`config.mk`:
```
export PLATFORM = sky130hd
export DESIGN_NAME = dmem_arbiter
export DESIGN_NICKNAME = d
export VERILOG_FILES = /design/src/rtl/dmem_arbiter.sv
export SDC_FILE = /design/constraint.sdc
export NUM_CORES = 1
export LEC_CHECK = 0
export ABC_CLOCK_PERIOD_IN_PS = 2800
export BUFFER_PORTS_ARGS = -buffer_cell sky130_fd_sc_hd__buf_2
export CAP_MARGIN = 25
export CORE_AREA = 2 2 86 88
export CTS_CLUSTER_DIAMETER = 30
export DETAILED_ROUTE_END_ITERATION = 8
export DIE_AREA = 0 0 88 90
export HOLD_SLACK_MARGIN = 0.1
export MAX_ROUTING_LAYER = met4
export SYNTH_ARGS = -nofsm -noshare
export SYNTH_HDL_FRONTEND = slang
export SYNTH_SLANG_ARGS = --single-unit
```
`constraint.sdc`:
```
create_clock -name clk -period 2.8 [get_ports clk]
set_clock_uncertainty 0.2 [all_clocks]
set_input_delay 0.56 -clock clk [delete_from_list [all_inputs] [get_ports clk]]
set_output_delay 0.56 -clock clk [all_outputs]
set_load 0.01 [all_outputs]
```
`src/rtl/dmem_arbiter.sv`:
```
// Two-port arbiter sharing a single-port synchronous data RAM between the core (port 0) and a secondary requester (port 1).
// Optional feature: define DMEM_ARB_STARVE_EN to add the port-1 starvation counter and forced grant.
module dmem_arbiter #(
    parameter int ADDR_W       = 6,
    parameter int DATA_W       = 32,
    parameter int STARVE_LIMIT = 4
) (
    input  logic              clk,
    input  logic              reset,
    input  logic              m0_req,
    input  logic              m0_we,
    input  logic [ADDR_W-1:0] m0_addr,
    input  logic [DATA_W-1:0] m0_wdata,
    input  logic              m1_req,
    input  logic              m1_we,
    input  logic [ADDR_W-1:0] m1_addr,
    input  logic [DATA_W-1:0] m1_wdata,
    output logic              m0_gnt,
    output logic              m1_gnt,
    output logic              m0_rvalid,
    output logic              m1_rvalid,
    output logic [DATA_W-1:0] m0_rdata,
    output logic [DATA_W-1:0] m1_rdata,
    output logic              mem_en,
    output logic              mem_we,
    output logic [ADDR_W-1:0] mem_addr,
    output logic [DATA_W-1:0] mem_wdata,
    input  logic [DATA_W-1:0] mem_rdata
);

    logic [1:0] rsel_q, rsel_d;
    logic       force_m1;

`ifdef DMEM_ARB_STARVE_EN
    logic [3:0] starve_cnt_q, starve_cnt_d;

    assign force_m1 = m1_req && (starve_cnt_q >= 4'(STARVE_LIMIT));

    always_comb begin
        starve_cnt_d = starve_cnt_q;
        if (!m1_req || m1_gnt) begin
            starve_cnt_d = 4'd0;
        end else if (starve_cnt_q != 4'hF) begin
            starve_cnt_d = starve_cnt_q + 4'd1;
        end
    end

    always_ff @(posedge clk or negedge reset) begin
        if (!reset) begin
            starve_cnt_q <= 4'd0;
        end else begin
            starve_cnt_q <= starve_cnt_d;
        end
    end
`else
    assign force_m1 = 1'b0;
`endif

    // Grants are suppressed while reset is held so no RAM strobe escapes during reset.
    always_comb begin
        m0_gnt = 1'b0;
        m1_gnt = 1'b0;
        if (reset) begin
            if (force_m1) begin
                m1_gnt = 1'b1;
            end else if (m0_req) begin
                m0_gnt = 1'b1;
            end else if (m1_req) begin
                m1_gnt = 1'b1;
            end
        end
    end

    always_comb begin
        mem_en    = m0_gnt | m1_gnt;
        mem_we    = 1'b0;
        mem_addr  = '0;
        mem_wdata = '0;
        if (m0_gnt) begin
            mem_we    = m0_we;
            mem_addr  = m0_addr;
            mem_wdata = m0_wdata;
        end else if (m1_gnt) begin
            mem_we    = m1_we;
            mem_addr  = m1_addr;
            mem_wdata = m1_wdata;
        end
    end

    // One-hot record of which port owns the read data arriving next cycle.
    always_comb begin
        rsel_d = {m1_gnt & ~m1_we, m0_gnt & ~m0_we};
    end

    always_ff @(posedge clk or negedge reset) begin
        if (!reset) begin
            rsel_q <= 2'b00;
        end else begin
            rsel_q <= rsel_d;
        end
    end

    assign m0_rvalid = rsel_q[0];
    assign m1_rvalid = rsel_q[1];
    assign m0_rdata  = rsel_q[0] ? mem_rdata : '0;
    assign m1_rdata  = rsel_q[1] ? mem_rdata : '0;

endmodule

```
==> qor.csv <==
metric,value,unit
antenna_found_initial,1,
numCtsBuffers,3,
drtIter0Drc,59,
vias_per_cell,4.21,
ys_ff_latch,2,
nNetsFinal,534,
critPathArrivalTime,1520,ps
synth_warnings,0,
area_delta_synth_final,89.6,%
path_clk_slew,30,ps
synth.area.mux_share,0,%
rsz0062_at_grt,no,
globalRoute.busiestLayer,met2,
synth-adder-area-share,0,%
netlist_instances,215,
rows,31,
stdcell_area,2430,µm²
vdd_drop_max,0.000102,V
synth_top_family_by_area,simple AND/OR/NAND/NOR gates,
grt.total_usage,13.7,%
fin_total_pwr,424,µW
fin_util,34.6,%
gp_congestion,0.900,
grt_pass1_vias,1853,
cp.required,2040,ps
dpl_cell_area,2380,µm²
post_drt_wl_per_cell,11.1,µm
grt_overflow,0,
start_kind,primary input,
tightest_slew,687,ps
slew-limit-headroom,54.2,%
hold_violations,0,
initial_core_util,18.2,%
die-area,7920,µm²
tns,0,ps
cts_setup_buffers,0,
clockBufferDepth,2,
worstPathMaxFanout,55,
status,"complete, no violations",
syn_area,1280,µm²
grt_max_degree,56,
setup-violations-final,0,
die_h,90,µm
critPathKind,in2out,
firstDrtPassIters,4,
worstSetupEndpointType,output port,
ctsResizeCount,0,
cts.sinks,2,
cap_violations,0,
maxSlewViolCount,0,
grt_use_met2,24.7,%
avgSynthCellArea,5.96,µm²
ys_seq_area_share,3.91,%
drtAntennaViolNets,0,
vias,2183,
synth_cell_types,17,
ios,222,
synthXorXnorAreaFrac,0,%
powerDensity,174,nW/µm²
fin_crit,2280,ps
route.detailed.drc,0,
die_x,88,µm
crit_path_start,reset,
timing.hold.ws,130,ps
largest_reg_flops,2,
cts_tree,done,
regMostFlops,rsel_q,
root_buffer,clkbuf_8,
max_freq,438,MHz
fin_crit_sh,81.5,%
drive_above_1_share,60.8,%
io_buffers,221,
synth_simple_gate_area_share,61.6,%
dp.final_hpwl,4910,µm
p_leak,0.00152,µW
h-tree-depth,1,
cts_hold_buf,0,
grt_first_pass_wirelength,8570,µm
syn_nets,329,
largest_registers,rsel_q: 2 flops,
grt_use_met3,2.02,%
synth_compound_area_share,22.6,%
min_path_type,in2async,
grtUsageMet1,15.5,%
wirelength,5740,µm
core,7020,µm²
## logic make-up after synthesis
kind of cell | after synthesis
AO/OA/AOI/OAI | 39
AND/OR/NAND/NOR | 149
buffers and inverters | 25
flip-flops | 2
## synthesized netlist by cell type
| cell type | number | area, µm² |
|---|---|---|
| clkbuf_1 | 6 | 22.5 |
| o21ai_0 | 1 | 5.00 |
| clkbuf_2 | 1 | 5.00 |
| nand2_1 | 39 | 146 |
| nand3_1 | 39 | 195 |
| o21ai_2 | 25 | 219 |
| buf_4 | 2 | 15.0 |
| nand2b_4 | 1 | 13.8 |
| o21ai_1 | 13 | 65.1 |
| buf_2 | 10 | 50.1 |
| nor2_1 | 3 | 11.3 |
| nor3_2 | 1 | 10.0 |
| nor2b_1 | 1 | 6.26 |
| buf_6 | 5 | 56.3 |
| inv_1 | 1 | 3.75 |
| and2_1 | 65 | 407 |
| dfrtp_1 | 2 | 50.1 |
## cells in the final DEF, fill, tap and decap left out
| master | netlist | final |
|---|---|---|
| nor3_2 | 1 | 1 |
| diode_2 | 0 | 1 |
| nand2_1 | 39 | 39 |
| o21ai_2 | 25 | 25 |
| nand3_1 | 39 | 39 |
| nor2_1 | 3 | 3 |
| nor2b_1 | 1 | 1 |
| nand2b_4 | 1 | 1 |
| inv_1 | 1 | 1 |
| dfrtp_1 | 2 | 2 |
| o21ai_0 | 1 | 1 |
| and2_1 | 65 | 65 |
| buf_2 | 10 | 221 |
| o21ai_1 | 13 | 13 |
| clkbuf_8 | 0 | 3 |
| buf_4 | 2 | 3 |
## worst paths after layout
check | endpoint | slack (ps) | cells past startpoint
min in group clk | rsel_q[0]$_DFF_PN0_ | 340 | 2
max in group asynchronous | rsel_q[1]$_DFF_PN0_ | 2060 | 2
min | rsel_q[0]$_DFF_PN0_ | 130 | 2
max | mem_wdata[15] | 520 | 5
## cell type report
type / count / area [µm²]
Antenna cell: 1 / 2.50
Clock buffer: 3 / 41.3
Fill cell: 763 / 4590
Inverter: 1 / 3.75
Multi-Input combinational cell: 188 / 1080
Sequential cell: 2 / 50.0
Tap cell: 99 / 124
Timing Repair Buffer: 224 / 1130
## routing by layer
metal  vias up  share of wire, %
li1       1112                 -
met2       133                52
met4         0              0.14
met5         -                 0
met3         2               8.6
met1       936                39
## power breakdown
part / internal, µW / leakage [µW] / switching, µW / total [µW]
clock: 90.8 / 0.0000216 / 21.7 / 113
combinational: 132 / 0.00147 / 144 / 275
sequential: 30.0 / 0.0000272 / 5.72 / 35.7
total: 253 / 0.00152 / 171 / 424
## metrics by stage
stage	instances	worst slack, ps
after global routing	518	400
final	518	517
after global placement	514	514
after floorplan	215	850
after CTS	517	508
after detailed placement	514	509
## worst max-delay path, stage by stage
cell and delay, ps:
buf_2 90, buf_4 400, nand3_1 220, o21ai_2 90, buf_2 140
No activity file was read; power rests on OpenSTA's default activity.
